File: src/rtl/header_fec_codec.sv
// ---------------------------------------------------------------------------
// header_fec_codec
//
// Packet-header encoder/decoder with HEC generation/check, data whitening and
// 1/FEC_REP repetition coding. A 10-bit header {seqn,arqn,flow,type,lt_addr}
// is sent LSB first, followed by its 8-bit HEC MSB first. Each of the 18
// resulting info bits is whitened and repeated FEC_REP times on txbit. The
// receive path majority-votes each group of FEC_REP samples, dewhitens the
// result, and rebuilds the header and HEC remainder. It also keeps per-LT_ADDR
// ARQN/FLOW state. All bit-level activity is paced by the p_1us strobe.
//
// Parameters
//   NLT      number of LT_ADDR slots tracked (2..8)
//   FEC_REP  repetition factor (odd, 1..5)
//   ERRW     width of the FEC disagreement counter
//
// Ports
//   clk_6M, rstz              clock, asynchronous active-low reset
//   p_1us                     bit strobe
//   tx_start_p, rx_start_p    start encode / decode (taken with p_1us in IDLE)
//   abort                     return to IDLE immediately, beats any start
//   tx_lt_addr..tx_seqn       header fields to transmit, sampled at start
//   uap, clk27_1, whiten_en   HEC seed, whitening seed CLK[6:1], enable
//   my_lt_addr                own address for lt_match
//   rxbit                     received bit, sampled on p_1us
//   txbit                     encoded header bit, 0 outside TX states
//   busy                      1 whenever not IDLE
//   hdr_done_p                one-cycle completion pulse (TX or RX)
//   hec_good, lt_match        RX check results
//   dec_*                     decoded header fields
//   arqn_q, flow_q            per-LT ARQN / FLOW state
//   flow_start_p              per-LT pulse on a FLOW 0->1 transition
//   fec_err_cnt               saturating count of non-unanimous vote groups
// ---------------------------------------------------------------------------
module header_fec_codec #(
   parameter int NLT     = 8,
   parameter int FEC_REP = 3,
   parameter int ERRW    = 8
) (
   input  logic            clk_6M,
   input  logic            rstz,
   input  logic            p_1us,
   input  logic            tx_start_p,
   input  logic            rx_start_p,
   input  logic            abort,
   input  logic [2:0]      tx_lt_addr,
   input  logic [3:0]      tx_type,
   input  logic            tx_flow,
   input  logic            tx_arqn,
   input  logic            tx_seqn,
   input  logic [7:0]      uap,
   input  logic [5:0]      clk27_1,
   input  logic            whiten_en,
   input  logic [2:0]      my_lt_addr,
   input  logic            rxbit,
   output logic            txbit,
   output logic            busy,
   output logic            hdr_done_p,
   output logic            hec_good,
   output logic            lt_match,
   output logic [2:0]      dec_lt_addr,
   output logic [3:0]      dec_type,
   output logic            dec_flow,
   output logic            dec_arqn,
   output logic            dec_seqn,
   output logic [NLT-1:0]  arqn_q,
   output logic [NLT-1:0]  flow_q,
   output logic [NLT-1:0]  flow_start_p,
   output logic [ERRW-1:0] fec_err_cnt
);

   // HEC generator x^8+x^7+x^5+x^2+x+1, x^8 term implied by the shift.
   localparam logic [7:0] HEC_POLY = 8'hA7;
   localparam logic [2:0] REP_LAST = 3'(FEC_REP - 1);
   localparam logic [2:0] REP_HALF = 3'(FEC_REP / 2);
   localparam logic [2:0] REP_ALL  = 3'(FEC_REP);
   localparam logic [4:0] HDR_LAST = 5'd9;    // index of the last header bit
   localparam logic [4:0] INFO_LAST = 5'd17;  // index of the last HEC bit
   localparam logic [4:0] INFO_END = 5'd18;   // all info bits already sent

   typedef enum logic [2:0] {
      IDLE,
      TXHDR,
      TXHEC,
      RXHDR,
      RXHEC,
      CHECK
   } state_t;

   state_t      state, state_nxt;

   logic [9:0]  hdr_sr;     // TX: header shifted out LSB first; RX: bits shifted in
   logic [7:0]  hec_sr;     // HEC LFSR; holds the HEC to send or the RX remainder
   logic [6:0]  wht_sr;     // whitening LFSR
   logic        wht_en_q;
   logic [4:0]  bit_cnt;    // info bit index 0..18
   logic [2:0]  rep_cnt;    // repetition index within the current info bit
   logic [2:0]  ones_cnt;   // ones seen so far in the current RX vote group
   logic [2:0]  tx_lt_q;

   // FSM strobes for the datapath
   logic        ld_tx, ld_rx, tx_step, tx_done, rx_step, chk_fire;

   // Galois step of the HEC LFSR with one input bit.
   function automatic logic [7:0] hec_step(input logic [7:0] h, input logic d);
      return {h[6:0], 1'b0} ^ ({8{d ^ h[7]}} & HEC_POLY);
   endfunction

   // Galois step of the whitening LFSR x^7+x^4+1; output bit is w[6].
   function automatic logic [6:0] wht_step(input logic [6:0] w);
      return {w[5], w[4], w[3] ^ w[6], w[2], w[1], w[0], w[6]};
   endfunction

   logic       wht_bit;
   logic       rep_last;
   logic       tx_info;
   logic [2:0] ones_tot;
   logic       rx_vote;
   logic       rx_unan;
   logic       rx_bit;
   logic       crc_ok;
   logic [2:0] hdr_lt;

   assign wht_bit  = wht_en_q & wht_sr[6];
   assign rep_last = (rep_cnt == REP_LAST);
   // Header bits come from the shift register; HEC bits leave MSB first.
   assign tx_info  = (state == TXHDR) ? hdr_sr[0] : hec_sr[7];
   assign ones_tot = ones_cnt + {2'b00, rxbit};
   assign rx_vote  = (ones_tot > REP_HALF);
   assign rx_unan  = (ones_tot == 3'd0) || (ones_tot == REP_ALL);
   assign rx_bit   = rx_vote ^ wht_bit;
   // Running the received HEC through the same LFSR leaves zero when intact.
   assign crc_ok   = (hec_sr == 8'd0);
   assign hdr_lt   = hdr_sr[2:0];

   assign busy     = (state != IDLE);

   // ------------------------------------------------------------------------
   // State register
   // ------------------------------------------------------------------------
   always_ff @(posedge clk_6M or negedge rstz) begin
      if (!rstz) begin
         state <= IDLE;
      end else begin
         // NOTE: sequential state uses non-blocking assignments so every flop
         // samples pre-edge values regardless of statement order.
         state <= state_nxt;
      end
   end

   // ------------------------------------------------------------------------
   // Next-state and datapath strobes
   // ------------------------------------------------------------------------
   always_comb begin
      // NOTE: every output of this block gets a default first, so no path
      // leaves a signal unassigned and no latch is inferred.
      state_nxt = state;
      ld_tx     = 1'b0;
      ld_rx     = 1'b0;
      tx_step   = 1'b0;
      tx_done   = 1'b0;
      rx_step   = 1'b0;
      chk_fire  = 1'b0;

      if (abort) begin
         state_nxt = IDLE;
      end else begin
         case (state)
            IDLE: begin
               if (p_1us && tx_start_p) begin
                  state_nxt = TXHDR;
                  ld_tx     = 1'b1;
               end else if (p_1us && rx_start_p) begin
                  state_nxt = RXHDR;
                  ld_rx     = 1'b1;
               end
            end
            TXHDR, TXHEC: begin
               if (p_1us) begin
                  // One extra strobe after the last repetition lets the final
                  // bit occupy a full bit period before completion.
                  if (bit_cnt == INFO_END) begin
                     tx_done   = 1'b1;
                     state_nxt = IDLE;
                  end else begin
                     tx_step = 1'b1;
                     if (rep_last && (bit_cnt == HDR_LAST)) state_nxt = TXHEC;
                  end
               end
            end
            RXHDR, RXHEC: begin
               if (p_1us) begin
                  rx_step = 1'b1;
                  if (rep_last && (bit_cnt == HDR_LAST))  state_nxt = RXHEC;
                  if (rep_last && (bit_cnt == INFO_LAST)) state_nxt = CHECK;
               end
            end
            CHECK: begin
               if (p_1us) begin
                  chk_fire  = 1'b1;
                  state_nxt = IDLE;
               end
            end
            default: state_nxt = IDLE;
         endcase
      end
   end

   // ------------------------------------------------------------------------
   // Datapath, status and per-LT state
   // ------------------------------------------------------------------------
   always_ff @(posedge clk_6M or negedge rstz) begin
      if (!rstz) begin
         txbit        <= 1'b0;
         hdr_done_p   <= 1'b0;
         hec_good     <= 1'b0;
         lt_match     <= 1'b0;
         dec_lt_addr  <= 3'd0;
         dec_type     <= 4'd0;
         dec_flow     <= 1'b0;
         dec_arqn     <= 1'b0;
         dec_seqn     <= 1'b0;
         // NOTE: the per-LT arrays are link state that other logic reads right
         // after reset, so they are flops with a defined reset value rather
         // than an unreset memory.
         arqn_q       <= '0;
         flow_q       <= '1;
         flow_start_p <= '0;
         fec_err_cnt  <= '0;
         hdr_sr       <= 10'd0;
         hec_sr       <= 8'd0;
         wht_sr       <= 7'd0;
         wht_en_q     <= 1'b0;
         bit_cnt      <= 5'd0;
         rep_cnt      <= 3'd0;
         ones_cnt     <= 3'd0;
         tx_lt_q      <= 3'd0;
      end else begin
         hdr_done_p   <= tx_done | chk_fire;
         flow_start_p <= '0;

         // txbit is only non-zero while a TX state is (or stays) active.
         if (tx_step) begin
            txbit <= tx_info ^ wht_bit;
         end else if (!(state_nxt inside {TXHDR, TXHEC})) begin
            txbit <= 1'b0;
         end

         if (ld_tx) begin
            hdr_sr   <= {tx_seqn, tx_arqn, tx_flow, tx_type, tx_lt_addr};
            hec_sr   <= uap;
            wht_sr   <= {1'b1, clk27_1};
            wht_en_q <= whiten_en;
            bit_cnt  <= 5'd0;
            rep_cnt  <= 3'd0;
            tx_lt_q  <= tx_lt_addr;
         end

         if (ld_rx) begin
            hdr_sr      <= 10'd0;
            hec_sr      <= uap;
            wht_sr      <= {1'b1, clk27_1};
            wht_en_q    <= whiten_en;
            bit_cnt     <= 5'd0;
            rep_cnt     <= 3'd0;
            ones_cnt    <= 3'd0;
            fec_err_cnt <= '0;
         end

         if (tx_step) begin
            if (rep_last) begin
               rep_cnt <= 3'd0;
               bit_cnt <= bit_cnt + 5'd1;
               wht_sr  <= wht_step(wht_sr);
               if (state == TXHDR) begin
                  hec_sr <= hec_step(hec_sr, hdr_sr[0]);
                  hdr_sr <= {1'b0, hdr_sr[9:1]};
               end else begin
                  hec_sr <= {hec_sr[6:0], 1'b0};
               end
            end else begin
               rep_cnt <= rep_cnt + 3'd1;
            end
         end

         if (rx_step) begin
            if (rep_last) begin
               rep_cnt  <= 3'd0;
               ones_cnt <= 3'd0;
               bit_cnt  <= bit_cnt + 5'd1;
               wht_sr   <= wht_step(wht_sr);
               hec_sr   <= hec_step(hec_sr, rx_bit);
               if (state == RXHDR) hdr_sr <= {rx_bit, hdr_sr[9:1]};
               if (!rx_unan && (fec_err_cnt != '1)) fec_err_cnt <= fec_err_cnt + 1'b1;
            end else begin
               rep_cnt  <= rep_cnt + 3'd1;
               ones_cnt <= ones_tot;
            end
         end

         if (chk_fire) begin
            dec_lt_addr <= hdr_sr[2:0];
            dec_type    <= hdr_sr[6:3];
            dec_flow    <= hdr_sr[7];
            dec_arqn    <= hdr_sr[8];
            dec_seqn    <= hdr_sr[9];
            hec_good    <= crc_ok;
            lt_match    <= crc_ok && (hdr_lt == my_lt_addr);
            // Addresses at or above NLT match no slot and update nothing.
            for (int i = 0; i < NLT; i++) begin
               if (crc_ok && (hdr_lt == i[2:0])) begin
                  arqn_q[i]       <= hdr_sr[8];
                  flow_q[i]       <= hdr_sr[7];
                  flow_start_p[i] <= hdr_sr[7] & ~flow_q[i];
               end
            end
         end

         // A transmitted header leaves that link NAKed until a valid reply.
         if (tx_done) begin
            for (int i = 0; i < NLT; i++) begin
               if (tx_lt_q == i[2:0]) arqn_q[i] <= 1'b0;
            end
         end
      end
   end

endmodule

File: config.mk
export PLATFORM = sky130hd
export DESIGN_NAME = header_fec_codec
export DESIGN_NICKNAME = d
export VERILOG_FILES = /design/src/rtl/header_fec_codec.sv
export SDC_FILE = /design/constraint.sdc
export NUM_CORES = 1
export LEC_CHECK = 0
export ABC_AREA = 1
export CAP_MARGIN = 25
export CORE_MARGIN = 1.5
export CORE_UTILIZATION = 30
export DETAILED_ROUTE_END_ITERATION = 10
export SLEW_MARGIN = 0
export SYNTH_ARGS = -nofsm -noshare
export SYNTH_HDL_FRONTEND = slang
export SYNTH_SLANG_ARGS = --single-unit
File: constraint.sdc
create_clock -name clk_6M -period 1.7 [get_ports clk_6M]
set_input_delay 0.51 -clock clk_6M [delete_from_list [all_inputs] [get_ports clk_6M]]
set_output_delay 0.51 -clock clk_6M [all_outputs]
set_load 0.01 [all_outputs]
-- Yosys cells after proc, flatten, opt, wreduce, memory -nomap -nowiden
Index checks and enable logic that the tools add are counted.
- bits in registers: 89
- input port bits: 35
- output and inout bits: 47
- logic and storage cells: 226
- add/sub/neg operators: 4
- order comparisons: 1
- equality and inequality tests: 29
- mux-type cells: 102
- bitwise operators: 25
- reduce and logical (&&, ||, !) cells: 36
- operator list (operator ; count):
    8-bit 2-to-1 mux ; 14
    10-bit 2-to-1 mux ; 8
    3-bit 2-to-1 mux ; 18
    1-bit 2-to-1 mux ; 49
    7-bit 2-to-1 mux ; 6
    3-bit equality test (second input constant) ; 10
    5-bit 2-to-1 mux ; 6
    3-bit by 2-bit equality test with 1-bit output (second input constant) ; 9
    2-bit AND reduction ; 8
    8-bit bitwise XOR ; 2
    1-bit logical AND ; 14
    3-bit by 1-bit equality test with 1-bit output (second input constant) ; 4
    3-bit logical NOT ; 4
    3-bit one-hot mux with 4 select lines ; 1
    5-bit equality test (second input constant) ; 2
    1-bit bitwise AND ; 9
    8-bit by 1-bit adder with 8-bit output (second input constant) ; 1
    8-bit logical NOT ; 1
    8-bit != test (second input constant) ; 1
    1-bit inverter ; 8
    2-bit nonzero test ; 3
    5-bit by 1-bit adder with 5-bit output (second input constant) ; 1
    5-bit by 4-bit equality test with 1-bit output (second input constant) ; 1
    1-bit bitwise XOR ; 5
    11 further kinds ; 12

-- Logic depth before layout (Yosys ltp)
Gate-level depths: netlist of the first run.
- word-level depth: 12
- mapped depth: 15
- depth with buffers taken out: 15

-- Worst setup path after synthesis of the first run
OpenSTA, ideal clock, no wires.
- path kind: input port to flip-flop
- start: input rxbit
- end: register hec_sr[1]
- library setup time: 0.121 ns
- data arrival time: 1.776 ns
- data required time: 1.579 ns
- slack: -0.198 ns
- stages on the path: 10
- path buffers: 0
- cell sequence: ha_1 -> ha_1 -> xnor2_1 -> nand2_1 -> xor2_1 -> nand2_1 -> nand2_1 -> xor2_1 -> nand2_1 -> nand2_1
- longest elaborated chain between the ends: 7
- RTL lines (what ; line ; text):
    start: declaration ; 55 ; input logic rxbit,
    3-bit by 1-bit adder with 3-bit output ; 128 ; assign ones_tot = ones_cnt + {2'b00, rxbit};
    3-bit by 1-bit > comparator with 1-bit output ; 129 ; assign rx_vote = (ones_tot > REP_HALF);
    1-bit bitwise XOR ; 131 ; assign rx_bit = rx_vote ^ wht_bit;
    1-bit bitwise XOR ; 106 ; return {h[6:0], 1'b0} ^ ({8{d ^ h[7]}} & HEC_POLY);
    8-bit bitwise XOR ; 106 ;
    8-bit 2-to-1 mux ; 287 ; if (rep_last) begin
    8-bit 2-to-1 mux ; 286 ; if (rx_step) begin
    end signal: assignment ; 276 ; hec_sr <= hec_step(hec_sr, hdr_sr[0]);
    end signal: assignment ; 279 ; hec_sr <= {hec_sr[6:0], 1'b0};
    end signal: assignment ; 292 ; hec_sr <= hec_step(hec_sr, rx_bit);
    end: declaration ; 93 ; logic [7:0] hec_sr;
No other way between the ends.
A chain may end at the register's enable or synchronous reset.

-- Worst setup path in the final report of the first run
- start: register ones_cnt[0]
- end: register hec_sr[7]
- longest elaborated chain between the ends: 7
- RTL lines (what ; line ; text):
    start: declaration ; 98 ; logic [2:0] ones_cnt;
    start signal: assignment ; 297 ; ones_cnt <= ones_tot;
    3-bit by 1-bit adder with 3-bit output ; 128 ;
    3-bit by 1-bit > comparator with 1-bit output ; 129 ;
    1-bit bitwise XOR ; 131 ;
    1-bit bitwise XOR ; 106 ;
    8-bit bitwise XOR ; 106 ;
    8-bit 2-to-1 mux ; 287 ;
    8-bit 2-to-1 mux ; 286 ;
No other way between the ends.

==> impl_metrics.env, run 1 <==
export IMPL_place_gp_congestion=0.827
export IMPL_hp_class="primary input to async pin"
export IMPL_p_sw_mw=1.85
export IMPL_dpl_worst_slack_ns=-0.709
export IMPL_yosysUniqueCellTypes=43
export IMPL_seqPwrFrac_pct=40.4
export IMPL_root_buffer="clkbuf_16"
export IMPL_most_common_layout_cells="nand2_1, dfrtp_1, buf_4, inv_1"
export IMPL_critPathRequiredTime_ns=1.94
export IMPL_worstMarginPinSlew_ns=0.363
export IMPL_synth_area_um2=4640
export IMPL_synth_area_per_cell_um2=8.18
export IMPL_grt_pass1_wl_um=19800
export IMPL_vias=4334
export IMPL_finalNetCount=775
export IMPL_violations="setup timing"
export IMPL_grt_max_degree=30
export IMPL_finalCritPeriodShare_pct=105
export IMPL_drv_cap=0
export IMPL_die_x_um=127
export IMPL_synth_compound_area_share_pct=14.8
export IMPL_coreArea_um2=15100
export IMPL_cts_buffers=9
export IMPL_num_rows=45
export IMPL_wl_um=12600
export IMPL_final_hold_viol_count=0
export IMPL_clock_sinks=89
export IMPL_synthAdderAreaFrac_pct=1.62
export IMPL_synth_fp_nets=609
export IMPL_yosysWarnings=0
export IMPL_drc=0
export IMPL_dpl_cell_area_um2=6220
export IMPL_cp_arrival_ns=2.03
export IMPL_relSlewSlack_pct=75.8
export IMPL_dp_cells=891
export IMPL_start_util_pct=30.7
export IMPL_seq_area_frac_synth_pct=48.2
export IMPL_clk_latency_ns=0.35
export IMPL_power_density_nw_per_um2=876
export IMPL_crit_type="flip-flop to flip-flop"
export IMPL_min_period_ns=1.78
export IMPL_hold_buffers=0
export IMPL_rsz0062_at_grt="true"
export IMPL_comb_power_share_pct=24.3
export IMPL_finalMaxSlewViolations=0
export IMPL_p_int_mw=4.36
export IMPL_synthArstFlopShare_pct=100
export IMPL_max_vdd_ir_drop_v=0.000540
export IMPL_dp_hpwl_um=9060
export IMPL_antenna_found_initial=0
export IMPL_cts_max_level=3
export IMPL_grt_pass1_vias=4165
export IMPL_grt_use_total_pct=15.4
export IMPL_final_area_um2=7080
export IMPL_vias_per_cell=4.68
export IMPL_ys_seq_elements=89
export IMPL_drive_gt1_share_pct=31.9
export IMPL_drtPass1Iterations=4
export IMPL_skew_ns=0.00637
export IMPL_switching_share_pct=29.8
export IMPL_cp_end_kind="flip-flop"
export IMPL_netlist_instances=568
export IMPL_ctsLongestPathBuffers=2
export IMPL_cts_tree="built"
export IMPL_setup_viol=17
export IMPL_worst_setup_path_start_kind="flip-flop"
export IMPL_final_cells=927
export IMPL_clk_pin_slew_ns=0.06
export IMPL_synth_edf_count=0
export IMPL_finalWorstSetupSlack_ns=-0.0806
export IMPL_wl_per_cell_um=13.5
export IMPL_area_delta_synth_final_pct=52.5
export IMPL_synth_simple_gate_area_share_pct=24.2
export IMPL_antennaDiodeCount=0
export IMPL_antenna_left=0
export IMPL_synth_xor_area_share_pct=3.21
export IMPL_dieArea_um2=16200
export IMPL_p_leak_nw=3.47
export IMPL_final_common_cell="nand2_1"
export IMPL_die_y_um=127
export IMPL_synth_top_family_by_area="simple AND/OR/NAND/NOR gates"
export IMPL_p_clk_share_pct=35.3
export IMPL_ios=82
export IMPL_drt_iter0_markers=188
export IMPL_hold_ws_ns=0.0536
export IMPL_synthFlopType="dfrtp_1"
export IMPL_gr_total_overflow=0
export IMPL_status="finished, violations left"
export IMPL_muxShareOfSynthArea_pct=0
export IMPL_io_buffers=81
export IMPL_p_total_mw=6.21
export IMPL_cp_max_fo=2
export IMPL_fmax_mhz=562
-- cells in the mapped netlist (all sizes together) (2+ instances only) --
library cell	number	area, µm²
a21oi	32	160
a22oi	3	22.5
a31oi	3	18.8
buf	8	52.5
clkbuf	4	15.0
dfrtp	81	2030
dfstp	8	210
ha	6	75.1
inv	78	300
nand2	144	604
nand3	28	150
nand4	3	18.8
nor2	54	263
nor3	14	70.1
o211ai	5	42.5
o21ai	62	314
o22ai	9	87.6
or2	2	12.5
xnor2	3	26.3
xor2	14	123
-- power by group through the flow --
stage / clock [mW] / combinational (mW) / sequential [mW]
2_1_floorplan: 0 / 0.761 / 2.50
3_3_place_gp: 0 / 1.28 / 2.53
3_5_place_dp: 0 / 1.31 / 2.54
4_1_cts: 2.25 / 1.34 / 2.50
5_1_grt: 2.35 / 1.67 / 2.54
6_report: 2.19 / 1.51 / 2.51
-- worst paths after layout --
| path | slack [ns] | cells past startpoint | end | start |
|---|---|---|---|---|
| setup / recovery | -0.08 | 11 | hec_sr[7] | ones_cnt[0] |
| hold / removal | 0.05 | 1 | flow_start_p[7] | rstz |
| setup reg to reg | -0.08 | 11 | hec_sr[7] | ones_cnt[0] |
| hold reg to reg | 0.48 | 2 | dec_flow | dec_flow |
| max in group asynchronous | 1.10 | 2 | flow_q[0] | rstz |
| min in group clk_6M | 0.48 | 2 | dec_flow | dec_flow |
-- timing repair --
action                     CTS  global route
hold endpoints to repair     0             0
pin swaps                   14            54
setup endpoints to repair  127            87
buffers inserted             6            16
cloned                       0             0
resized for setup           88           104
-- worst max-delay path: stages (launching register included) --
cell and delay, ns:
dfrtp_1 0.41, ha_4 0.18, ha_4 0.17, xnor2_4 0.19, nand2_2 0.11, xor2_1 0.15
nand2_1 0.12, buf_4 0.15, nand3_2 0.06, nand3_2 0.05, nand2_1 0.06, inv_1 0.04
-- state kept, by name, summed over array words and instances, names as in the netlist, 3 cells and up --
register / count
dec_type: 4
bit_cnt: 5
state: 3
dec_lt_addr: 3
tx_lt_q: 3
ones_cnt: 3
fec_err_cnt: 8
wht_sr: 7
hec_sr: 8
flow_start_p: 8
arqn_q: 8
rep_cnt: 3
flow_q: 8
hdr_sr: 10
-- layer usage --
layer	routed length, µm	vias to the layer above	global-route usage [%]
met5	0	-	0
met4	210	0	4.14
met3	538	14	4.10
met2	6250	83	26.3
met1	5560	2061	19.2
li1	-	2176	-
-- logic make-up (layout without fill, tap and decap cells) --
group / after synthesis / count (layout)
adders and majority gates: 6 / 6
buffers and inverters: 91 / 262
and+or+nand+nor: 246 / 246
xor gates and xnor gates: 17 / 17
AOI/OAI and AO/OA: 119 / 119
DFF: 89 / 89
-- layout make-up --
cell class	count	area, µm²
inverter	79	319
timing repair buffer	167	1500
tap	188	235
fill	1403	8060
sequential	89	2240
clock inverter	5	86.3
clock buffer	11	243
multi-input combinational	388	2460
-- through the flow --
stage,utilization (%),TNS [ns]
6_report,46.8,-0.634
5_1_grt,46.8,-4.11
4_1_cts,43.8,-0.465
3_5_place_dp,41.1,-47.13
3_3_place_gp,41.1,-46.34
2_1_floorplan,-,-0.180
(Power assumes the default switching activity.)
==> run 2: changes to the inputs <==
--- a/config.mk
+++ b/config.mk
@@ -10,6 +10,8 @@
 export CORE_MARGIN = 1.5
 export CORE_UTILIZATION = 30
 export DETAILED_ROUTE_END_ITERATION = 10
+export GPL_TIMING_DRIVEN = 0
+export SETUP_SLACK_MARGIN = 0.05
 export SLEW_MARGIN = 0
 export SYNTH_ARGS = -nofsm -noshare
 export SYNTH_HDL_FRONTEND = slang
==> run 2 against run 1 <==
Effect of this change: the flow still finishes with violations (setup timing); sequential power about the same; cell count fell by 1.2%; sequential share of layout area down 2.0 points; first-iteration DRC count up 25%; maximum frequency decreased by 2.9%; cell area increased by 6.9%; count of clock-buffer cells in the layout increased by 1; hold slack improved by 0.024 ns; clock power down 7%; combinational power up 11%; core utilization increased by 3.2 points; critical path type unchanged; largest cell class unchanged; highest routed layer unchanged.
==> impl_metrics.env, run 2 (synthesis gave the netlist of run 1 again) <==
export IMPL_min_period_ns=1.83
export IMPL_vias=4482
export IMPL_gr_total_overflow=0
export IMPL_clk_pin_slew_ns=0.07
export IMPL_drc=0
export IMPL_cts_max_level=3
export IMPL_final_common_cell="nand2_1"
export IMPL_io_buffers=81
export IMPL_cp_max_fo=6
export IMPL_grt_pass1_vias=4335
export IMPL_antenna_found_initial=0
export IMPL_start_util_pct=30.7
export IMPL_vias_per_cell=4.89
export IMPL_largest_register_ffs=10
export IMPL_crit_family="flip-flops"
export IMPL_hold_buffers=0
export IMPL_drv_cap=0
export IMPL_hp_class="primary input to async pin"
export IMPL_p_total_mw=6.23
export IMPL_max_vdd_ir_drop_v=0.000580
export IMPL_clk_latency_ns=0.36
export IMPL_violations="setup timing"
export IMPL_antennaDiodeCount=0
export IMPL_finalWorstSetupSlack_ns=-0.134
export IMPL_crit_type="flip-flop to flip-flop"
export IMPL_skew_ns=0.0109
export IMPL_grt_pass1_wl_um=21400
export IMPL_rr_endpoint="fec_err_cnt[5]"
export IMPL_cts_buffers=9
export IMPL_cp_arrival_ns=2.08
export IMPL_grt_max_degree=64
export IMPL_drive_gt1_share_pct=40.7
export IMPL_drtPass1Iterations=5
export IMPL_cp_slowest_cell="dfrtp_1"
export IMPL_path_cells="ha_4 > ha_4 > xnor2_4 > buf_6 > nand3_4 > o21ai_4 > nor2_8 > nand4_1 > o21ai_1 > inv_1"
export IMPL_finalNetCount=764
export IMPL_power_density_nw_per_um2=823
export IMPL_cts_tree="built"
export IMPL_die_x_um=127
export IMPL_wl_um=14000
export IMPL_worstMarginPinSlew_ns=0.718
export IMPL_root_buffer="clkbuf_16"
export IMPL_grt_use_total_pct=16.6
export IMPL_critPathRequiredTime_ns=1.94
export IMPL_status="finished, violations left"
export IMPL_reg2reg_depth=10
export IMPL_cp_end_kind="flip-flop"
export IMPL_ctsLongestPathBuffers=2
export IMPL_relSlewSlack_pct=52.1
export IMPL_place_gp_congestion=0.807
export IMPL_final_hold_viol_count=0
export IMPL_die_y_um=127
export IMPL_setup_viol=19
export IMPL_finalCritPeriodShare_pct=108
export IMPL_most_common_layout_cells="nand2_1, dfrtp_1, inv_1, dlygate4sd2_1, buf_4"
export IMPL_regMostFlops="hdr_sr"
export IMPL_fmax_mhz=545
export IMPL_clock_sinks=89
export IMPL_max_stage_delay_ns=0.41
export IMPL_ios=82
export IMPL_p_leak_nw=3.53
export IMPL_timing_rr_start="ones_cnt[0]"
export IMPL_worst_setup_path_start_kind="flip-flop"
export IMPL_dieArea_um2=16200
export IMPL_crit_buf_inv=2
export IMPL_num_rows=45
export IMPL_coreArea_um2=15100
export IMPL_antenna_left=0
export IMPL_area_delta_synth_final_pct=63.1
export IMPL_finalSetupTns_ns=-0.906
export IMPL_drt_iter0_markers=235
export IMPL_regToRegSetupSlack_ns=-0.13
export IMPL_crit_top_cell="ha_4"
export IMPL_finalMaxSlewViolations=0
export IMPL_dp_hpwl_um=8790
export IMPL_wl_per_cell_um=15.3
export IMPL_rsz0062_at_grt="true"
## run 2: worst max path at each step
| stage | from | endpoint | slack, ns | depth (start not counted) |
|---|---|---|---|---|
| after detailed placement | p_1us | hdr_sr[6] | -0.98 | 9 |
| after floorplan | rxbit | hec_sr[1] | -0.07 | 10 |
| after CTS | ones_cnt[0] | hec_sr[1] | -0.12 | 10 |
| after global routing | ones_cnt[0] | fec_err_cnt[5] | -0.20 | 10 |
| after global placement | rstz | fec_err_cnt[5] | -3.21 | 1 |
| final | ones_cnt[0] | fec_err_cnt[5] | -0.13 | 10 |
## run 2: layer usage
metal  track usage (%)  up-vias  wire, µm
met5                 0        -         0
met4              5.21        0       261
met2              27.7      133      7110
met3              3.31       20       611
li1                  -     2157         -
met1              21.6     2172      6020
## run 2: worst reg2reg max path, delay by kind of cell, from the launching register on
kind,cells,cell delay (ns)
AO/OA/AOI/OAI,2,0.26
buffers and inverters,2,0.18
AND/OR/NAND/NOR,3,0.39
flip-flops,1,0.41
XOR/XNOR,1,0.14
adder cells (fa/ha/maj),2,0.35
## run 2: final cells by class
cell class	instances	area [µm²]
plain buffers	12	120
flip-flops and latches	89	2240
repair buffers	142	1380
fillers	1357	7570
clock buffers	12	246
multi-input cells	390	2940
well taps	188	235
clock inverters	4	53.8
inverters	79	358
## run 2: metrics by stage
stage	hold slack, ns	area [µm²]	worst slack [ns]	util (%)	cells
2_1_floorplan	0.214	4690	-0.0695	-	568
3_3_place_gp	0.462	5730	-3.21	37.8	837
3_5_place_dp	0.461	5760	-0.981	38.0	838
4_1_cts	0.0812	6780	-0.122	44.8	895
5_1_grt	0.0995	7570	-0.197	50.0	916
6_report	0.0774	7570	-0.134	50.0	916
## run 2: what timing repair did
item                                    4_1_cts  5_1_grt
buffers inserted                             36       21
resized for setup                           187      171
pin swaps                                    33       54
gates cloned                                  5        2
endpoints found under the setup margin      132       84
## run 2: power breakdown
part	switching, mW	total [mW]	internal [mW]
Combinational	1.00	1.67	0.674
Sequential	0.174	2.52	2.34
Clock	0.857	2.04	1.18
Total	2.03	6.23	4.20
==> run 3: changes to the inputs <==
--- a/config.mk
+++ b/config.mk
@@ -8,9 +8,10 @@
 export ABC_AREA = 1
 export CAP_MARGIN = 25
 export CORE_MARGIN = 1.5
-export CORE_UTILIZATION = 30
+export CORE_UTILIZATION = 44
 export DETAILED_ROUTE_END_ITERATION = 10
 export GPL_TIMING_DRIVEN = 0
+export PLACE_DENSITY = 0.71
 export SETUP_SLACK_MARGIN = 0.05
 export SLEW_MARGIN = 0
 export SYNTH_ARGS = -nofsm -noshare
==> run 3 against run 2 <==
Effect of this change: the run still ends with setup timing left; worst setup slack lost 0.024 ns; sequential power is essentially flat; via count grew 5.0%; non-clock buffer count grew 15; first-iteration DRC count grew 57%; clock power shrank 24%; total power shrank 7.7%; hold slack lost 0.029 ns; global-route usage grew 6.4 points; wire length grew 3.5%; cell count shrank 3.9%; critical endpoint is now hec_sr[2]; largest cell class unchanged.
==> impl_metrics.env, run 3 (synthesis gave the netlist of run 1 again) <==
export IMPL_drv_cap=0
export IMPL_violations="setup timing"
export IMPL_relSlewSlack_pct=62.1
export IMPL_worstMarginPinSlew_ns=0.569
export IMPL_clk_latency_ns=0.38
export IMPL_rsz0062_at_grt="true"
export IMPL_p_leak_nw=3.56
export IMPL_most_common_layout_cells="nand2_1, dfrtp_1, inv_1, buf_4, dlygate4sd2_1"
export IMPL_clk_pin_slew_ns=0.10
export IMPL_coreArea_um2=10300
export IMPL_antenna_left=0
export IMPL_drt_iter0_markers=370
export IMPL_vias=4704
export IMPL_ios=82
export IMPL_hold_ws_ns=0.0488
export IMPL_vias_per_cell=5.35
export IMPL_grt_max_degree=63
export IMPL_max_stage_delay_ns=0.42
export IMPL_die_y_um=106
export IMPL_drive_gt1_share_pct=40.5
export IMPL_status="finished, violations left"
export IMPL_start_util_pct=45.2
export IMPL_final_common_cell="nand2_1"
export IMPL_ctsLongestPathBuffers=2
export IMPL_skew_ns=0.00956
export IMPL_regMostFlops="hdr_sr"
export IMPL_finalMaxSlewViolations=0
export IMPL_cts_buffers=9
export IMPL_wl_per_cell_um=16.5
export IMPL_root_buffer="clkbuf_8"
export IMPL_power_density_nw_per_um2=781
export IMPL_crit_type="flip-flop to flip-flop"
export IMPL_finalWorstSetupSlack_ns=-0.159
export IMPL_fmax_mhz=538
export IMPL_min_period_ns=1.86
export IMPL_critPathRequiredTime_ns=2.02
export IMPL_worst_setup_path_start_kind="flip-flop"
export IMPL_drtPass1Iterations=7
export IMPL_crit_buf_inv=0
export IMPL_wl_um=14500
export IMPL_path_cells="ha_4 > ha_4 > xnor2_4 > nand2_2 > xor2_1 > nand2_2 > nand2_4 > xor2_1 > nand2_1 > nand2_1"
export IMPL_area_delta_synth_final_pct=58.4
export IMPL_grt_use_total_pct=23.0
export IMPL_cp_arrival_ns=2.18
export IMPL_cp_max_fo=5
export IMPL_antenna_found_initial=0
export IMPL_setup_viol=31
export IMPL_max_vdd_ir_drop_v=0.000430
export IMPL_num_rows=37
export IMPL_dieArea_um2=11200
export IMPL_finalCritPeriodShare_pct=109
export IMPL_gr_total_overflow=0
export IMPL_cp_slowest_cell="dfrtp_1"
export IMPL_grt_pass1_wl_um=20300
export IMPL_drc=0
export IMPL_clock_sinks=89
export IMPL_final_hold_viol_count=0
export IMPL_cts_max_level=3
export IMPL_grt_pass1_vias=4326
export IMPL_io_buffers=81
export IMPL_die_x_um=106
export IMPL_hold_buffers=0
export IMPL_antennaDiodeCount=0
export IMPL_reg2reg_depth=10
export IMPL_path_depth=10
export IMPL_cp_end_kind="flip-flop"
export IMPL_hp_class="primary input to async pin"
export IMPL_crit_family="XOR/XNOR gates"
export IMPL_final_core_util_pct=71.6
export IMPL_largest_register_ffs=10
export IMPL_dp_hpwl_um=8070
export IMPL_finalNetCount=780
export IMPL_place_gp_congestion=0.851
export IMPL_dpl_worst_slack_ns=-0.889
export IMPL_cts_tree="built"
## run 3: per-stage QoR
step           total power, mW  TNS [ns]  instance area [µm²]  std cells
6_report                  5.75     -1.92                 7360        880
5_1_grt                   6.03     -4.94                 7360        880
4_1_cts                   5.40    -0.647                 6770        856
3_5_place_dp              3.66    -52.60                 5690        786
3_3_place_gp              3.61   -320.95                 5670        785
2_1_floorplan             3.26    -0.184                 4690        568
## run 3: layout make-up
type                    count  area [µm²]
clock buffers               9         124
inverters                  79         352
repair inverters            1        8.76
fillers                   706        2920
multi-input cells         390        2820
well taps                 136         170
flip-flops and latches     89        2240
plain buffers              12         111
repair buffers            157        1460
clock inverters             7        77.6
## run 3: repair_timing
action	CTS	global route
gates cloned	3	4
buffers inserted	51	22
endpoints found under the setup margin	129	77
endpoints found under the hold margin	0	0
pin swaps	40	42
gates resized for setup	203	130
## run 3: worst paths after layout
kind / from / to / slack, ns
setup / recovery: ones_cnt[0] / hec_sr[2] / -0.16
hold / removal: rstz / flow_start_p[4] / 0.05
setup reg to reg: ones_cnt[0] / hec_sr[2] / -0.16
hold reg to reg: wht_en_q / wht_en_q / 0.49
max in group asynchronous: rstz / flow_q[0] / 0.99
min in group clk_6M: abort / state[1] / 0.39
## run 3: worst register-to-register path: stages, from the launching register on
cell	delay, ns
dfrtp_1	0.42
ha_4	0.18
ha_4	0.17
xnor2_4	0.18
nand2_2	0.12
xor2_1	0.17
nand2_2	0.10
nand2_4	0.13
xor2_1	0.18
nand2_1	0.07
nand2_1	0.08
## run 3: per-layer routing
metal  GRT usage (%)  share of wire [%]
met5               0                  0
met3            3.71                5.6
met2            40.1                 52
met4            7.82                3.0
met1            29.0                 39
## run 3: power breakdown
group	internal (mW)	switching, mW
sequential	2.34	0.156
clock	0.689	0.856
combinational	0.705	1.00
